**config.mk**
```make
export PLATFORM = sky130hd
export DESIGN_NAME = rv_lsu_flat
export DESIGN_NICKNAME = d
export VERILOG_FILES = /design/src/rtl/rv_lsu_if.sv /design/src/rtl/rv_lsu.sv /design/src/flat_wrapper.sv
export SDC_FILE = /design/constraint.sdc
export NUM_CORES = 1
export LEC_CHECK = 0
export CAP_MARGIN = 5
export CORE_ASPECT_RATIO = 0.6
export CORE_UTILIZATION = 41
export CTS_CLUSTER_SIZE = 24
export DETAILED_ROUTE_END_ITERATION = 6
export MAX_ROUTING_LAYER = met4
export PLACE_DENSITY = 0.78
export SYNTH_ARGS = -nofsm -noshare
export SYNTH_HDL_FRONTEND = slang
export SYNTH_SLANG_ARGS = --single-unit
export TNS_END_PERCENT = 30
```
**constraint.sdc**
```tcl
create_clock -name clk -period 1.97 [get_ports clk]
set_input_delay 0.394 -clock clk [delete_from_list [all_inputs] [get_ports clk]]
set_output_delay 0.394 -clock clk [all_outputs]
set_load 0.005 [all_outputs]
```
**src/rtl/rv_lsu_if.sv**
```systemverilog
// Data-memory bus between the load/store unit (master) and the memory
// responder (slave). Two phases: an address phase (mem_addr_vld /
// mem_addr_rsp) followed by a data phase (mem_wdata_vld for stores,
// completed by mem_data_rsp, with mem_rdata valid in that cycle for loads).
//   mem_addr_vld  M->S  address phase valid
//   mem_addr      M->S  byte address
//   mem_op        M->S  1=write, 0=read
//   mem_op_size   M->S  0/1/2 = byte/half/word
//   mem_addr_rsp  S->M  address accepted this cycle
//   mem_wdata_vld M->S  write data valid
//   mem_wdata     M->S  write data, low-justified, unshifted
//   mem_rdata     S->M  word-aligned read word
//   mem_data_rsp  S->M  data phase complete this cycle
interface rv_lsu_if;
    logic        mem_addr_vld;
    logic [31:0] mem_addr;
    logic        mem_op;
    logic [1:0]  mem_op_size;
    logic        mem_addr_rsp;
    logic        mem_wdata_vld;
    logic [31:0] mem_wdata;
    logic [31:0] mem_rdata;
    logic        mem_data_rsp;

    modport master (
        output mem_addr_vld, mem_addr, mem_op, mem_op_size, mem_wdata_vld, mem_wdata,
        input  mem_addr_rsp, mem_rdata, mem_data_rsp
    );

    modport slave (
        input  mem_addr_vld, mem_addr, mem_op, mem_op_size, mem_wdata_vld, mem_wdata,
        output mem_addr_rsp, mem_rdata, mem_data_rsp
    );
endinterface

```
**src/rtl/rv_lsu.sv**
```systemverilog
// Load/store unit: accepts one load or store at a time from execute, checks
// alignment, runs the address then data phase on the memory bus, and returns
// a lane-extracted, sign/zero-extended load result or a store completion.
// Ports:
//   clk, rst_n            clock, asynchronous active-low reset
//   req_*                 request from execute (req_rdy high only in IDLE)
//   resp_*                one-cycle completion pulse to writeback
//   mem                   rv_lsu_if master port to the data memory
// TIMEOUT_CYCLES bounds the wait in each bus phase before a bus error.
module rv_lsu #(
    parameter int TIMEOUT_CYCLES = 15
) (
    input  logic        clk,
    input  logic        rst_n,
    input  logic        req_vld,
    output logic        req_rdy,
    input  logic        req_store,
    input  logic [1:0]  req_size,
    input  logic        req_unsigned,
    input  logic [31:0] req_addr,
    input  logic [31:0] req_wdata,
    input  logic [4:0]  req_rd,
    output logic        resp_vld,
    output logic        resp_err,
    output logic [31:0] resp_rdata,
    output logic [4:0]  resp_rd,
    rv_lsu_if.master    mem
);
    // One spare bit so the counter can hold TIMEOUT_CYCLES for any value.
    localparam int CW = $clog2(TIMEOUT_CYCLES + 2);

    typedef enum logic [1:0] {IDLE, ADDR, DATA, RESP} state_t;

    state_t        state_reg, state_next;
    logic [31:0]   addr_reg, wdata_reg, rdata_reg;
    logic [1:0]    size_reg;
    logic          store_reg, unsigned_reg, err_reg;
    logic [4:0]    rd_reg;
    logic [CW-1:0] cnt_reg;

    logic          accept, misaligned, expired;
    logic [7:0]    lane_b;
    logic [15:0]   lane_h;
    logic [31:0]   load_ext;

    assign accept     = req_vld && (state_reg == IDLE);
    assign misaligned = (req_size == 2'd3)
                     || ((req_size == 2'd1) && req_addr[0])
                     || ((req_size == 2'd2) && (req_addr[1:0] != 2'b00));
    assign expired    = (cnt_reg == CW'(TIMEOUT_CYCLES));

    // State register
    always_ff @(posedge clk or negedge rst_n) begin
        if (!rst_n) begin
            state_reg <= IDLE;
        end else begin
            state_reg <= state_next;
        end
    end

    // Next-state logic; a handshake takes priority over an expiring counter.
    always_comb begin
        state_next = state_reg;
        case (state_reg)
            IDLE: if (accept) state_next = misaligned ? RESP : ADDR;
            ADDR: begin
                if (mem.mem_addr_rsp) state_next = DATA;
                else if (expired)     state_next = RESP;
            end
            DATA: begin
                if (mem.mem_data_rsp) state_next = RESP;
                else if (expired)     state_next = RESP;
            end
            default: state_next = IDLE;
        endcase
    end

    // Output logic
    always_comb begin
        req_rdy           = 1'b0;
        resp_vld          = 1'b0;
        resp_err          = 1'b0;
        resp_rdata        = 32'd0;
        resp_rd           = 5'd0;
        mem.mem_addr_vld  = 1'b0;
        mem.mem_addr      = 32'd0;
        mem.mem_op        = 1'b0;
        mem.mem_op_size   = 2'd0;
        mem.mem_wdata_vld = 1'b0;
        mem.mem_wdata     = 32'd0;
        case (state_reg)
            IDLE: req_rdy = 1'b1;
            ADDR: begin
                mem.mem_addr_vld = 1'b1;
                mem.mem_addr     = addr_reg;
                mem.mem_op       = store_reg;
                mem.mem_op_size  = size_reg;
            end
            DATA: begin
                // Address/op stay visible so the responder can track the access.
                mem.mem_addr      = addr_reg;
                mem.mem_op        = store_reg;
                mem.mem_op_size   = size_reg;
                mem.mem_wdata_vld = store_reg;
                mem.mem_wdata     = store_reg ? wdata_reg : 32'd0;
            end
            default: begin
                resp_vld   = 1'b1;
                resp_err   = err_reg;
                resp_rdata = err_reg ? 32'd0 : rdata_reg;
                resp_rd    = rd_reg;
            end
        endcase
    end

    // Lane extraction from the word-aligned read word.
    always_comb begin
        lane_b = mem.mem_rdata[{addr_reg[1:0], 3'b000} +: 8];
        lane_h = mem.mem_rdata[{addr_reg[1], 4'b0000} +: 16];
        case (size_reg)
            2'd0:    load_ext = unsigned_reg ? {24'd0, lane_b} : {{24{lane_b[7]}}, lane_b};
            2'd1:    load_ext = unsigned_reg ? {16'd0, lane_h} : {{16{lane_h[15]}}, lane_h};
            default: load_ext = mem.mem_rdata;
        endcase
    end

    // Request latch, error flag and load result capture.
    always_ff @(posedge clk or negedge rst_n) begin
        if (!rst_n) begin
            addr_reg     <= 32'd0;
            wdata_reg    <= 32'd0;
            rdata_reg    <= 32'd0;
            size_reg     <= 2'd0;
            store_reg    <= 1'b0;
            unsigned_reg <= 1'b0;
            err_reg      <= 1'b0;
            rd_reg       <= 5'd0;
        end else begin
            if (accept) begin
                addr_reg     <= req_addr;
                wdata_reg    <= req_wdata;
                size_reg     <= req_size;
                store_reg    <= req_store;
                unsigned_reg <= req_unsigned;
                rd_reg       <= req_rd;
                err_reg      <= misaligned;
                rdata_reg    <= 32'd0;
            end
            if ((state_reg == ADDR) && !mem.mem_addr_rsp && expired) begin
                err_reg <= 1'b1;
            end
            if (state_reg == DATA) begin
                if (mem.mem_data_rsp) begin
                    if (!store_reg) rdata_reg <= load_ext;
                end else if (expired) begin
                    err_reg <= 1'b1;
                end
            end
        end
    end

    // Phase timer: cleared on every state change, so it restarts on entry
    // to ADDR and to DATA.
    always_ff @(posedge clk or negedge rst_n) begin
        if (!rst_n) begin
            cnt_reg <= '0;
        end else if (state_next != state_reg) begin
            cnt_reg <= '0;
        end else if ((state_reg == ADDR) || (state_reg == DATA)) begin
            cnt_reg <= cnt_reg + 1'b1;
        end
    end
endmodule

```
**src/flat_wrapper.sv**
```systemverilog
// flat-port wrapper written by rule: the top's interface ports become plain ports
module rv_lsu_flat 
#(
    parameter int TIMEOUT_CYCLES = 15
)
  (clk, rst_n, req_vld, req_rdy, req_store, req_size, req_unsigned, req_addr, req_wdata, req_rd, resp_vld, resp_err, resp_rdata, resp_rd, mem_mem_addr_vld, mem_mem_addr, mem_mem_op, mem_mem_op_size, mem_mem_wdata_vld, mem_mem_wdata, mem_mem_addr_rsp, mem_mem_rdata, mem_mem_data_rsp);
  rv_lsu_if mem_i ();
  input  logic clk;
  input  logic rst_n;
  input  logic req_vld;
  output logic req_rdy;
  input  logic req_store;
  input  logic [1:0] req_size;
  input  logic req_unsigned;
  input  logic [31:0] req_addr;
  input  logic [31:0] req_wdata;
  input  logic [4:0] req_rd;
  output logic resp_vld;
  output logic resp_err;
  output logic [31:0] resp_rdata;
  output logic [4:0] resp_rd;
  output wire logic [$bits(mem_i.mem_addr_vld)-1:0] mem_mem_addr_vld;
  output wire logic [$bits(mem_i.mem_addr)-1:0] mem_mem_addr;
  output wire logic [$bits(mem_i.mem_op)-1:0] mem_mem_op;
  output wire logic [$bits(mem_i.mem_op_size)-1:0] mem_mem_op_size;
  output wire logic [$bits(mem_i.mem_wdata_vld)-1:0] mem_mem_wdata_vld;
  output wire logic [$bits(mem_i.mem_wdata)-1:0] mem_mem_wdata;
  input wire logic [$bits(mem_i.mem_addr_rsp)-1:0] mem_mem_addr_rsp;
  input wire logic [$bits(mem_i.mem_rdata)-1:0] mem_mem_rdata;
  input wire logic [$bits(mem_i.mem_data_rsp)-1:0] mem_mem_data_rsp;
  assign mem_mem_addr_vld = mem_i.mem_addr_vld;
  assign mem_mem_addr = mem_i.mem_addr;
  assign mem_mem_op = mem_i.mem_op;
  assign mem_mem_op_size = mem_i.mem_op_size;
  assign mem_mem_wdata_vld = mem_i.mem_wdata_vld;
  assign mem_mem_wdata = mem_i.mem_wdata;
  assign mem_i.mem_addr_rsp = mem_mem_addr_rsp;
  assign mem_i.mem_rdata = mem_mem_rdata;
  assign mem_i.mem_data_rsp = mem_mem_data_rsp;
  rv_lsu #(.TIMEOUT_CYCLES(TIMEOUT_CYCLES)) u_core (.clk(clk), .rst_n(rst_n), .req_vld(req_vld), .req_rdy(req_rdy), .req_store(req_store), .req_size(req_size), .req_unsigned(req_unsigned), .req_addr(req_addr), .req_wdata(req_wdata), .req_rd(req_rd), .resp_vld(resp_vld), .resp_err(resp_err), .resp_rdata(resp_rdata), .resp_rd(resp_rd), .mem(mem_i));
endmodule
```
# Word level (Yosys, flattened, before mapping)

Index checks and enable logic that the tools add are counted.

Add/sub/neg operators: 1
Equality and inequality tests: 8
Shift operators: 2
Muxes and demuxes: 33
Reduce and logical (&&, ||, !) cells: 15

Operator list:

| cell                                                             | number |
|---|---|
| 32-bit 2-to-1 mux                                                | 11 |
| 32-bit one-hot mux with 2 select lines                           | 1 |
| 32-bit by 6-bit indexed part select with 16-bit output           | 1 |
| 32-bit by 6-bit indexed part select with 8-bit output            | 1 |
| 5-bit 2-to-1 mux                                                 | 3 |
| 2-bit 2-to-1 mux                                                 | 6 |
| 1-bit 2-to-1 mux                                                 | 11 |
| 2-bit by 1-bit == test with 1-bit output (second input constant) | 3 |
| 2-bit == test (second input constant)                            | 3 |
| 2-bit one-hot mux with 3 select lines                            | 1 |
| 5-bit by 1-bit adder with 5-bit output (second input constant)   | 1 |
| 5-bit by 4-bit == test with 1-bit output (second input constant) | 1 |
| 1-bit logical AND                                                | 5 |
| 2-bit zero test                                                  | 2 |
| 2-bit nonzero test                                               | 2 |
| 1-bit logical OR                                                 | 3 |
| 3-bit OR reduction                                               | 1 |
| 2-bit != test                                                    | 1 |
| 2-bit OR reduction                                               | 1 |
| 1-bit zero test                                                  | 1 |

Register bits: 113
Logic and storage cells: 69

# Logic depth before layout (Yosys ltp)

Depth after elaboration: 9
Mapped depth: 8

# Worst setup path after synthesis

Ideal clock, no wire load.

Kind: flip-flop to flip-flop
Start point: register u_core.cnt_reg[0]
End point: register u_core.cnt_reg[4]
Setup time: 111 ps
Data arrival time: 1807 ps
Required time: 1859 ps
Path slack: 52 ps
Cell stages (with the launch flop): 8
Buffers on the path: 0
Path through: dfrtp_1 ha_1 and3_1 ha_1 o31a_1 nand2_1 nand4_2 a2111oi_2

Cells in the longest elaborated chain, start to end: 6
Elaborated cells between the ends (all ways): 10
Classes of those cells: add/sub (1); eq/ne (2); mux (6); reduce/logical (1)

Ends and longest elaborated chain:

| what                                                   | line                       | text |
|---|---|---|
| start, declared                                        | rv_lsu.sv:39               | `logic [CW-1:0] cnt_reg;` |
| start signal, assigned                                 | rv_lsu.sv:170              | `cnt_reg <= cnt_reg + 1'b1;` |
| 5-bit by 4-bit == test with 1-bit output               | rv_lsu.sv:50               | `assign expired = (cnt_reg == CW'(TIMEOUT_CYCLES));` |
| 2-bit 2-to-1 mux                                       | rv_lsu.sv:68, rv_lsu.sv:72 |  |
| 2-bit 2-to-1 mux (on tied branches)                    | rv_lsu.sv:71, rv_lsu.sv:67 |  |
| 2-bit one-hot mux with 3 select lines                  | rv_lsu.sv:64               | `case (state_reg)` |
| 2-bit != test                                          | rv_lsu.sv:167              | `end else if (state_next != state_reg) begin` |
| 5-bit 2-to-1 mux or 2-bit nonzero test (tied branches) | n/a                        |  |

Parallel ways exist; a longest one is shown, timed or not. The select of a mux whose other input is x is not followed.
A chain may end at the register's enable or synchronous reset.

# Worst setup path after layout

Start point: register u_core.state_reg[0]
End point: output resp_rdata[10]

Cells in the longest elaborated chain, start to end: 3
Elaborated cells between the ends (all ways): 5
Classes of those cells: eq/ne (2); mux (1); reduce/logical (2)

Ends and longest elaborated chain:

| what                                  | line               | text |
|---|---|---|
| start, declared                       | rv_lsu.sv:34       | `state_t state_reg, state_next;` |
| start signal, assigned                | rv_lsu.sv:57       | `state_reg <= state_next;` |
| 2-bit == test (tied with other cells) | rv_lsu.sv:91       | `case (state_reg)` |
| 3-bit OR reduction (no line) (*)      | n/a                |  |
| 32-bit 2-to-1 mux (*)                 | rv_lsu.sv:91       |  |
| end, declared                         | flat_wrapper.sv:20 | `output logic [31:0] resp_rdata;` |

Mark *: on every way between the ends. The rest lies on a longest branch, timed or not.

==> flow_summary.toml <==
[yosys]
syn-cell-area_um2 = 5902
avgSynthCellArea_um2 = 10.81
seq_area_frac_synth_pct = 47.91
synthTopCellsByCount = "dfrtp_1 (113), mux2_2 (76), and2_1 (74), and3_1 (33), nand3_1 (31)"
yosys_warnings = 0
synth_top_area_share_pct = 47.91
synth_edf_count = 0
async_flop_share_pct = 100.0
ys_ff_latch = 113
synth_most_common_cell = "dfrtp_1"
syn_inst = 546
yosysTopAreaCell = "dfrtp_1"
synth_nets = 662
yosysUniqueCellTypes = 51
ys.flop_type = "dfrtp_1"
synth_area_leaders = "dfrtp_1 (48%), mux2_2 (15%), and2_1 (7.8%)"

[placed_design]
gp_congestion = 0.9011
numPortBuffers = 218
hpwl_mm = 12.41
dp_cells = 949
placed_area_um2 = 8493

[floorplanning]
start_util_pct = 42.67
die_area_um2 = 14890
rows = 33
core_um2 = 13830
die_y_um = 94.94
die_w_um = 156.9
ioPinCount = 219

[clock_network]
cts_sinks = 113
clock_latency_ns = 0.41
cts_tree = "built"
cts_max_level = 4
numCtsBuffers = 17
clockRootBuffer = "clkbuf_16"
clk_transition_reported_paths_ns = 0.05
clk_path_buf_depth = 2

[timing]
fin_crit_sh_pct = 111.2
period_minus_slack_ns = 2.190
fmax_mhz = 456.6
relSlewSlack_pct = 60.95
setup_viol = 113
tightest_slew_ns = 0.5858
rsz0062_at_grt = "true"
slew_viol_final = 0
fin_setup_tns_ns = -13.35
clock_skew_ns = 0.009438
fin_hold_ws_ns = 0.4969
hold_violations = 0
setup_slack_ns = -0.2202

[grt]
grt_pass1_wl_mm = 28.26
antenna_found_initial = 0
grt_pass1_vias = 5404
grt_max_degree = 68
grt-ovfl-total = 0
grt_usage_pct = 26.00

[critical_path]
critPathLaunchType = "register"
crit_required_ns = 1.58
crit_type = "reg -> out"
arrival_ns = 1.80
end_kind = "output pin"
crit_fanout = 8

[layout]
antenna_cells = 0
fin_util_pct = 68.85
layout.cells.non_filler = 1013
syn2layout_area_growth_pct = 61.35
fillers = 1019
drive_above_1_share_pct = 44.09
nNetsFinal = 926
fin_area_um2 = 9523

[power]
cellPowerDensity_nw_per_um2 = 1628
p_leak_nw = 4.471
ir_worst_vdd_uv = 1040

[detailed_routing]
dr.first_iter.drc_count = 358
drtAntennaViolNets = 0
drc = 0
wl_per_cell_um = 19.54
vias = 5455
vias_per_cell = 5.385
first_pass_iters = 5
wirelength_mm = 19.79

[run_status]
outcome = "finished, violations left"
violations = "negative setup slack"

[hold_path]
hold_class = "reg -> reg"

[job]
drv_cap = 0
[cells by family (layout without fill, tap and decap cells)]
family	Yosys count	count (layout)	share of synthesized area, %
buf+inv	51	326	4.070
xor+xnor	3	3	0.4453
flops	113	113	47.91
fa+ha+maj	6	6	1.272
compound gates	85	85	9.413
mux	92	92	17.70
simple gates	196	196	19.19
[report_power, final]
part           switching (mW)  internal [mW]  leakage, nW
registers               0.669           3.34         1.40
clock network            1.08           2.20        0.304
logic                    3.67           4.54         2.77
[per-stage QoR]
step / worst slack [ns] / total power, mW
floorplan: 0.05196 / 7.522
global placement: -0.04389 / 10.53
detailed placement: -0.1063 / 10.78
CTS: -0.4395 / 14.31
global route: -0.2653 / 16.32
finish: -0.2202 / 15.50
[placed cells by master, fill, tap and decap left out, drive strengths merged, types with 8 or more instances in the layout]
cell	Yosys	routed
mux2i	15	15
nand2	21	21
a22oi	16	16
o21ai	34	34
buf	22	94
and3	33	33
nor2	9	9
a21o	8	8
a21oi	9	9
clkdlybuf4s50	0	108
nand3	31	31
mux2	76	76
dfrtp	113	113
clkbuf	22	95
nor3	9	9
and2	74	74
[final cells by class]
class	count	area, um2	area share (%)
well taps	192	240.2	2.523
repair buffers	289	2654	27.87
clock buffers	20	466.7	4.901
flip-flops and latches	113	2829	29.71
multi-input cells	382	3148	33.06
inverters	7	26.28	0.2759
clock inverters	10	158.9	1.669
[metal layers]
metal	vias to the layer above	part of all wire, %	track usage, %
li1	2458	-	-
met1	2700	44	33.27
met2	262	47	39.81
met3	35	7.5	6.838
met4	0	1.6	9.314
met5	-	0	-
[worst max-delay path: stages (launching register included)]
cell	delay [ns]
dfrtp_1	0.42
buf_6	0.14
ha_4	0.17
and2b_4	0.22
clkbuf_16	0.18
and2_1	0.16
clkbuf_2	0.11
[worst paths after layout]
path / start / end / slack (ns) / cells past startpoint
worst max-delay path: u_core.state_reg[0] / resp_rdata[10] / -0.22 / 6
worst min-delay path: u_core.addr_reg[28] / u_core.addr_reg[28] / 0.50 / 1
worst max register to register: u_core.state_reg[0] / u_core.cnt_reg[4] / -0.16 / 8
worst min register to register: u_core.addr_reg[28] / u_core.addr_reg[28] / 0.50 / 1
max in group asynchronous: rst_n / u_core.wdata_reg[11] / 0.83 / 3
min in group asynchronous: rst_n / u_core.addr_reg[3] / 0.51 / 2
[what timing repair did]
action | 4_1_cts | 5_1_grt
gates resized for setup | 196 | 248
gates cloned | 2 | 5
endpoints found under the hold margin | 34 | 0
setup endpoints to repair | 111 | 113
buffers inserted | 4 | 23
pin swaps | 6 | 17
hold buffers | 1 | 0
No activity file was read; power rests on OpenSTA's default activity.
==> patch, RTL diff (same flow settings) <==
Re-encode `state_t` (4 states) as one-hot, 4 bits wide.
--- a/src/rtl/rv_lsu.sv
+++ b/src/rtl/rv_lsu.sv
@@ -30,5 +30,5 @@
     localparam int CW = $clog2(TIMEOUT_CYCLES + 2);
 
-    typedef enum logic [1:0] {IDLE, ADDR, DATA, RESP} state_t;
+    typedef enum logic [3:0] {IDLE = 4'b0001, ADDR = 4'b0010, DATA = 4'b0100, RESP = 4'b1000} state_t;
 
     state_t        state_reg, state_next;
Check against the original RTL: same outputs for any inputs over 4 cycles, from zero or initial values and one cycle with rst_n low; so few cycles prove little.
==> patch against the original RTL <==
The flow still finishes with violations (negative setup slack); non-clock buffer count shrank 7; clock skew rose by 4.8 ps; routed wire length decreased by 4.0%; worst setup slack worse by 240 ps; synthesized area rose by 1.0%; cell count increased by 1.2%; total power is 22% lower; final area grew 1.8%; sequential cell count increased by 2; largest cell class unchanged.
==> patch: results (changes against the original RTL) <==
Status: finished with violations (unchanged)
Violated checks: negative setup slack (unchanged)
Tightest Hold Check Type: in -> async (was reg -> reg)
Vias per inst: 5.243 (was 5.385)
Max VDD drop: 0.9320 mV (was 1.040 mV)
First-pass GRT wire length: 29700 um (was 28260 um)
Xor/xnor share of the synthesized area: 0.7347% (was 0.4452%)
CP Max Fanout: 8 (unchanged)
Initial antenna violation count: 0 (unchanged)
GRT Total Usage: 27.06% (was 26.00%)
Post-route worst setup slack: -460.7 ps (was -220.2 ps)
Clock Latency Late Sink: 410 ps (about the same)
Vias in the first global route: 5481 (was 5404)
Mapped Nets: 675 (was 662)
Synth Area in Compound Gates: 10.33% (was 9.413%)
Total routed wirelength: 19000 um (was 19790 um)
Sw Ratio: 32.39% (was 34.96%)
Combinational share of power: 42.2% (was 53.0%)
Worst EP arrival: 2040 ps (was 1800 ps)
Post-synthesis adder-cell area fraction: 0.4198% (was 1.272%)
Power share of the sequential group: 31.2% (was 25.9%)
Placed insts: 974 (was 949)
Clock Skews: 14.22 ps (was 9.438 ps)
Inserted Clock Buffers: 17 (unchanged)
Worst slew margin: 56.12% (was 60.95%)
DRT iter0 DRCs: 351 (was 358)
Pwr Density: 1239 mW/mm^2 (was 1628 mW/mm^2)
Synth warn: 0 (unchanged)
Mean Syn Cell Area: 10.59 um^2 (was 10.81 um^2)
Nets: 932 (was 926)
DP HPWL: 12960 um (was 12410 um)
Pin count of the biggest net entering global routing: 109 (was 68)
Non-filler instance count after layout: 1025 (was 1013)
Leading post-synthesis cells by instance count: 114 x dfrtp_1, 108 x and2_1, 78 x mux2_2 (was 113 x dfrtp_1, 76 x mux2_2, 74 x and2_1)
Seq/Total Area, Yosys: 48.30% (was 47.91%)
DRT Pass-1 Iters: 5 (unchanged)
Synth unique cells: 49 (was 51)
Async set or reset register ratio after synthesis: 100.0% (unchanged)
Final Setup Violations: 122 (was 113)
Routability cong.: 0.9363 (was 0.9011)
Share of post-route cells with drive strength above 1: 39.26% (was 44.09%)
H-tree Lvls: 4 (unchanged)
Synth area leaders: dfrtp_1 48%, mux2_2 15%, and2_1 11% (was dfrtp_1 48%, mux2_2 15%, and2_1 7.8%)
Leak: 4.372 nW (was 4.471 nW)
Port Buf Inserts: 218 (unchanged)
Mux cell area share after synthesis: 16.58% (was 17.70%)
Reg clk slew, reported paths: 60 ps
patch: cell types whose count changed in the layout (fill, tap and decap cells not counted), sizes merged, moves of 8 or more:
cell	before	now
a21oi	9	60
a22oi	16	4
a31oi	1	9
and2	74	108
and3	33	4
buf	94	124
clkbuf	95	30
clkdlybuf4s15	7	37
nand2	21	30
nand3	31	9
o21ai	34	4
patch: stage by stage:
stage	util [%]	hold WS [ps]	setup WS (ps)	cell area (um^2)	setup TNS, ps
after global routing	69.70	347.5	-517.2	9698	-50340
after CTS	70.01	321.6	-490.9	9742	-40450
after detailed placement	61.96	218.2	-295.1	8622	-24140
after floorplan	-	98.41	-7.081	5968	-7.081
after global placement	61.96	216.2	-239.7	8622	-19230
final	69.70	354.5	-460.7	9698	-36920
patch: cells by family (layout without fill, tap and decap cells):
kind of cell             Yosys count  in the layout
AO/OA/AOI/OAI                    100            100
XOR/XNOR                           5              5
adder cells (fa/ha/maj)            2              2
buffers and inverters             49            319
flip-flops                       115            115
multiplexers                      89             89
AND/OR/NAND/NOR                  203            203
patch: routing by layer:
metal  part of all wire [%]  global-route usage (%)  up-vias
li1                       -                       -     2460
met4                    1.1                   6.796        0
met5                      0                       -        -
met1                     45                   36.35     2615
met3                    9.6                   8.455       26
met2                     45                   39.54      273
patch: layout make-up:
type / count / area, um^2
tap: 192 / 240.2
multi-input combinational: 399 / 3085
timing repair buffer: 282 / 2855
clock inverter: 14 / 178.9
inverter: 5 / 18.77
clock buffer: 18 / 439.2
fill: 1058 / 4217
sequential: 115 / 2880
patch: what timing repair did:
action	4_1_cts	5_1_grt
hold endpoints to repair	7	0
setup endpoints to repair	114	143
gates resized for setup	447	44
pin swaps	55	5
buffers inserted	10	3
hold buffers	1	0
cloned	8	0
patch: critical path, cell delays in order (launching register included):
cell and delay, ps:
dfstp_2 560, xor2_1 180, o211ai_2 120, and2b_4 230
buf_6 140, buf_12 130, and2_4 150, buf_6 100
patch: worst paths after layout:
kind,from,endpoint,slack (ps),depth (start not counted)
setup reg to reg,u_core.cnt_reg[0]$_DFFE_PN0P_,u_core.cnt_reg[4]$_DFFE_PN0P_,-90,7
min in group clk,u_core.addr_reg[26]$_DFFE_PN0P_,u_core.addr_reg[26]$_DFFE_PN0P_,500,1
max in group asynchronous,rst_n,u_core.rdata_reg[20]$_DFF_PN0_,780,3
setup / recovery,u_core.state_reg[0]$_DFF_PN1_,resp_rdata[31],-460,7
hold / removal,rst_n,u_core.rdata_reg[29]$_DFF_PN0_,350,2
hold reg to reg,u_core.addr_reg[26]$_DFFE_PN0P_,u_core.addr_reg[26]$_DFFE_PN0P_,500,1
